$ cat src/rtl/if_id_fetch_queue_pkg.sv
// Shared types for the IF/ID decoupling queue: per-instruction entry layout and
// a thermometer-mask counting helper.
package if_id_fetch_queue_pkg;

  typedef logic [31:0] raw_instruction_t;
  typedef logic [31:0] pc_t;
  typedef logic [7:0]  BHSR_t;

  typedef struct packed {
    raw_instruction_t raw;
    pc_t              pc;
    BHSR_t            bhsr;
  } fetch_entry_t;

  localparam int unsigned MaxLanes = 4;

  // Number of consecutive ones starting at bit 0; bits past the first zero are ignored.
  function automatic logic [2:0] lead_ones(logic [MaxLanes-1:0] v);
    logic [2:0] n;
    logic       run;
    n   = 3'd0;
    run = 1'b1;
    for (int i = 0; i < MaxLanes; i++) begin
      run = run & v[i];
      if (run) n = n + 3'd1;
    end
    return n;
  endfunction

endpackage

$ cat src/rtl/if_id_fetch_queue.sv
// Circular IF->ID instruction queue: up to FETCH_WIDTH pushes and DISPATCH_WIDTH
// pops per cycle, with flush-on-redirect.
module if_id_fetch_queue
  import if_id_fetch_queue_pkg::*;
#(
  parameter int unsigned FETCH_WIDTH    = 2,
  parameter int unsigned DISPATCH_WIDTH = 2,
  parameter int unsigned DEPTH          = 8,
  localparam int unsigned PtrW          = $clog2(DEPTH),
  localparam int unsigned CntW          = $clog2(DEPTH + 1)
) (
  input  logic                                   clk,
  input  logic                                   rst_n,
  input  logic                                   flush_i,
  input  logic             [FETCH_WIDTH-1:0]     fetch_valid_i,
  input  raw_instruction_t [FETCH_WIDTH-1:0]     fetch_instr_i,
  input  pc_t              [FETCH_WIDTH-1:0]     fetch_pc_i,
  input  BHSR_t            [FETCH_WIDTH-1:0]     fetch_bhsr_i,
  output logic                                   fetch_ready_o,
  output logic             [DISPATCH_WIDTH-1:0]  id_valid_o,
  output raw_instruction_t [DISPATCH_WIDTH-1:0]  id_instr_o,
  output pc_t              [DISPATCH_WIDTH-1:0]  id_pc_o,
  output BHSR_t            [DISPATCH_WIDTH-1:0]  id_bhsr_o,
  input  logic             [DISPATCH_WIDTH-1:0]  id_pop_i,
  output logic             [CntW-1:0]            count_o
);

  fetch_entry_t mem_q [DEPTH];

  logic [PtrW-1:0] head_q, head_d;
  logic [PtrW-1:0] tail_q, tail_d;
  logic [CntW-1:0] count_q, count_d;

  logic                   push_en;
  logic [CntW-1:0]        n_push;
  logic [CntW-1:0]        n_pop;
  logic [FETCH_WIDTH-1:0] we;

  // Ready depends on registered count only; a same-cycle pop never frees room.
  assign fetch_ready_o = (count_q <= CntW'(DEPTH - FETCH_WIDTH));
  assign push_en       = fetch_ready_o && !flush_i;
  assign count_o       = count_q;

  always_comb begin
    n_push = '0;
    n_pop  = '0;
    we     = '0;
    if (push_en) n_push = CntW'(lead_ones(MaxLanes'(fetch_valid_i)));
    if (!flush_i) n_pop = CntW'(lead_ones(MaxLanes'(id_pop_i & id_valid_o)));
    for (int k = 0; k < FETCH_WIDTH; k++) begin
      we[k] = CntW'(k) < n_push;
    end
  end

  always_comb begin
    head_d  = head_q + PtrW'(n_pop);
    tail_d  = tail_q + PtrW'(n_push);
    count_d = count_q + n_push - n_pop;
    if (flush_i) begin
      head_d  = '0;
      tail_d  = '0;
      count_d = '0;
    end
  end

  always_ff @(posedge clk or negedge rst_n) begin
    if (!rst_n) begin
      head_q  <= '0;
      tail_q  <= '0;
      count_q <= '0;
    end else begin
      head_q  <= head_d;
      tail_q  <= tail_d;
      count_q <= count_d;
    end
  end

  // Storage is never cleared; validity is tracked solely by count.
  always_ff @(posedge clk) begin
    for (int k = 0; k < FETCH_WIDTH; k++) begin
      if (we[k]) begin
        mem_q[tail_q + PtrW'(k)] <= '{raw: fetch_instr_i[k], pc: fetch_pc_i[k],
                                      bhsr: fetch_bhsr_i[k]};
      end
    end
  end

  always_comb begin
    for (int i = 0; i < DISPATCH_WIDTH; i++) begin
      id_valid_o[i] = count_q > CntW'(i);
      id_instr_o[i] = mem_q[head_q + PtrW'(i)].raw;
      id_pc_o[i]    = mem_q[head_q + PtrW'(i)].pc;
      id_bhsr_o[i]  = mem_q[head_q + PtrW'(i)].bhsr;
    end
  end

`ifdef FALCO_SIM_DEBUG
  logic [CntW-1:0] dbg_count;
  pc_t             dbg_head_pc;
  assign dbg_count   = count_q;
  assign dbg_head_pc = (count_q == '0) ? 32'hFFFF_FFFF : mem_q[head_q].pc;
`endif

`ifndef SYNTHESIS
  valid_thermometer: assert property (@(posedge clk) disable iff (!rst_n)
    (fetch_valid_i & (fetch_valid_i + 1'b1)) == '0);
  pop_only_valid: assert property (@(posedge clk) disable iff (!rst_n || flush_i)
    (id_pop_i & ~id_valid_o) == '0);
`endif

endmodule

$ cat config.mk
export PLATFORM = sky130hd
export DESIGN_NAME = if_id_fetch_queue
export DESIGN_NICKNAME = d
export VERILOG_FILES = /design/src/rtl/if_id_fetch_queue_pkg.sv /design/src/rtl/if_id_fetch_queue.sv
export SDC_FILE = /design/constraint.sdc
export NUM_CORES = 1
export LEC_CHECK = 0
export ABC_CLOCK_PERIOD_IN_PS = 5400
export CAP_MARGIN = 0
export CORE_ASPECT_RATIO = 0.9
export CORE_MARGIN = 2
export CORE_UTILIZATION = 53
export DETAILED_ROUTE_END_ITERATION = 6
export PLACE_DENSITY = 0.83
export SETUP_SLACK_MARGIN = 0.02
export SLEW_MARGIN = 20
export SYNTH_ARGS = -nofsm -noshare
export SYNTH_HDL_FRONTEND = slang
export SYNTH_SLANG_ARGS = --single-unit
$ cat constraint.sdc
create_clock -name clk -period 5.4 [get_ports clk]
set_input_delay 0.81 -clock clk [delete_from_list [all_inputs] [get_ports clk]]
set_output_delay 0.81 -clock clk [all_outputs]
set_load 0.02 [all_outputs]
==> results.md <==
* Hold Path Class: in2async
* Layout cells sized above 1 at 53.6%
* Via count at 19,925
* CP startpoint kind: flip-flop
* GR peak layer: met2
* DRT Pass-1 Iters at 5
* Slew HR at 26.3%
* Post-CTS Hold Buffers at 0
* CP top delay family: buffers and inverters
* Postcts setup bufs at 0
* Post-Syn Area at 34,700 um2
* Worst Tran Pin Value at 1.11 ns
* YS warnings at 0
* Htree depth at 2
* CTS Root Cell: clkbuf_16
* Crit path time final at 4.59 ns
* P&R area growth vs syn at 16.5%
* DIE WIDTH at 274 um
* Pre-CTS WS at 1.38 ns
* Most common cell in the netlist: edfxtp_1
* Static leakage at 13.5 nW
* Met2 Track Usage GR at 43.9%
* Unrepaired setup endpoints after global routing: no
* Worst IR Drop VDD at 0.000302 V
* TritonCTS sink count at 586
* # Max-Cap Violations at 0
* First-pass GRT wire length at 134 mm
* Drt total wl at 91.0 mm
* Vias per cell at 6.60
* Fillers at 4,371
* CP max stage delay at 0.71 ns
* Detailed-route DRC error count at 0
* IO Pins at 302
* Grt ovf at 0
* Tcrit/Tclk final at 85.0%
* Post-Syn Instances at 1,837
* Combinational share of power at 32.2%
* Critical Path AT at 3.78 ns
* Yosys top cell area share at 49.9%
* CTS tree: done
* Final setup viols at 0
* Largest net degree at the start of global routing at 155
* Sequential share of power at 37.4%
* TNS Setup at 0 ns
* CP Buf/Inv Count at 2
* Port Buf Inserts at 301
* Top_reg_cell synth: edfxtp_1
* List of most frequent post-synthesis cells: edfxtp_1 (576), mux2_2 (534), mux4_2 (288), mux2_4 (168), buf_6 (59)
* Post-synth ARST share at 1.71%
* Clock network fraction of total power at 30.5%
* Clk pin slew, worst setup/hold paths at 0.06 ns
* #FFs+latches synth at 586
* Site Rows at 88
* Max clock buf depth at 3
* Dpl hpwl at 52.8 mm
* Type of element capturing the critical path: output port
* Netlist cell types at 42
* Avg Cell Area, Syn at 18.9 um2
* Nets at 2,266
* Skew final at 0.0245 ns
* First DRT Iteration DRCs at 1,816
* Average wire per standard cell at 30.1 um
* Die height at 247 um
* Syn Nets at 2,002
* Initial antenna violation count at 20
* Max FO, Critical Path at 24
* Worst r2r src: count_o[3]
* CTS Buf Count at 61
* Worst reg2reg setup slack at 1.87 ns
* Initial Utilization at 53.8%
* GPL Wtd Cong at 0.777
* Worst flop-to-flop path endpoint: mem_q[7][31]
* Worst setup margin at 0.810 ns
* Switching Fraction at 28.5%
* GR Util All Layers at 27.0%
* WS Path Type: reg2out
* Synth area leaders: edfxtp_1 (50%), mux4_2 (19%), mux2_2 (17%)
* Critical path required time at 4.59 ns
* Fmax at 218 MHz
* CTS-repair resized insts at 0
* M1 GR Usage at 36.5%
* Slew Viols, Final at 0
* Sequential share of the synthesized area at 50.6%
* PD cells at 350 nW/um2
* P_int at 0.0101 W
* Crit path cell chain: ha_4 > buf_4 > mux4_2 > mux2_2 > clkdlybuf4s50_1
* Final hold vios at 0
* Met3 usage in global routing at 4.35%
* Switching pwr at 0.00403 W
* Number of global-route vias before repair at 20,975
* Detail Route Antenna Nets at 0
* Run status: finished, final reports clean
* Cells on worst reg2reg path at 8
* Core area at 64,400 um2
* Area leader, netlist: edfxtp_1
* CP max stage cell: dfrtp_4
* EDFF count, synth at 576
* Clk Latency, worst-skew pair at 0.63 ns
* Die area at 67,500 um2
==> cells in the final DEF (no fill, tap or decap), drive strengths merged, types with 3 or more instances in the layout <==
cell type / count
a2bb2oi: 5
buf: 42
bufinv: 9
clkbuf: 70
clkdlybuf4s50: 301
clkinv: 26
clkinvlp: 3
dfrtp: 10
diode: 16
edfxtp: 576
fa: 4
ha: 10
inv: 13
mux2: 720
mux4: 288
nand2: 7
nand3: 9
nand3b: 3
nor2: 17
nor2b: 6
o22a: 3
xnor2: 4
==> sequential cells by signal (all words and copies together), names as in the netlist <==
register  cells
count_o       4
tail_q        3
head_q        3
mem_q       576
==> worst reg2reg max path, stage by stage, from the launching register on <==
cell      delay (ns)
dfrtp_1         0.41
inv_1           0.08
ha_1            0.18
nand2_1         0.09
mux2i_2         0.20
buf_4           0.29
nand3b_1        0.59
nor2_4          1.00
buf_12          0.38
==> metrics by stage <==
step / instance area [um2] / total power (W) / std cells / utilization (%) / hold slack (ns)
after global placement: 38300 / 0.00984 / 2893 / 59.5 / 0.685
after CTS: 40400 / 0.0142 / 3002 / 62.7 / 0.509
after detailed placement: 38300 / 0.00992 / 2893 / 59.5 / 0.683
after global routing: 40400 / 0.0146 / 3014 / 62.7 / 0.529
after floorplan: 34700 / 0.00831 / 1837 / - / 0.514
final: 40400 / 0.0141 / 3018 / 62.7 / 0.529
==> cell families after synthesis <==
logic type	Yosys count	share of synthesized area [%]
mux	1009	43.9
compound gates	14	0.310
flops	586	50.6
simple gates	54	1.15
buf+inv	154	3.21
fa+ha+maj	14	0.592
xor+xnor	6	0.206
==> area by class of cell <==
type	count	area, um2	share of cell area [%]
tap	855	1070	2.65
multi-input combinational	1097	16100	39.9
sequential	586	17600	43.5
timing repair buffer	343	3550	8.79
clock inverter	39	420	1.04
antenna	16	40.0	0.0991
inverter	12	45.0	0.111
clock buffer	70	1610	3.99
==> power by group through the flow <==
stage	registers [W]	logic (W)	clock network, W
3_3_place_gp	0.00536	0.00447	0
6_report	0.00529	0.00455	0.00431
4_1_cts	0.00528	0.00457	0.00436
2_1_floorplan	0.00534	0.00297	0
3_5_place_dp	0.00538	0.00454	0
5_1_grt	0.00530	0.00479	0.00453
==> per-layer routing <==
metal	wire length (um)	share of wire (%)
met3	7180	7.9
met4	2860	3.1
met1	35600	39
met2	45300	50
met5	73	0.080
==> how the worst max path moves through the flow <==
stage	start	to	slack, ns	depth (start not counted)
6_report	head_q[1]	id_instr_o[63]	0.81	5
5_1_grt	head_q[1]	id_instr_o[14]	0.61	4
4_1_cts	head_q[1]	id_instr_o[30]	0.73	4
3_5_place_dp	flush_i	mem_q[3][70]	1.38	6
3_3_place_gp	flush_i	mem_q[3][66]	1.43	6
2_1_floorplan	fetch_valid_i[1]	mem_q[5][0]	0.18	5
(Power assumes the default switching activity.)
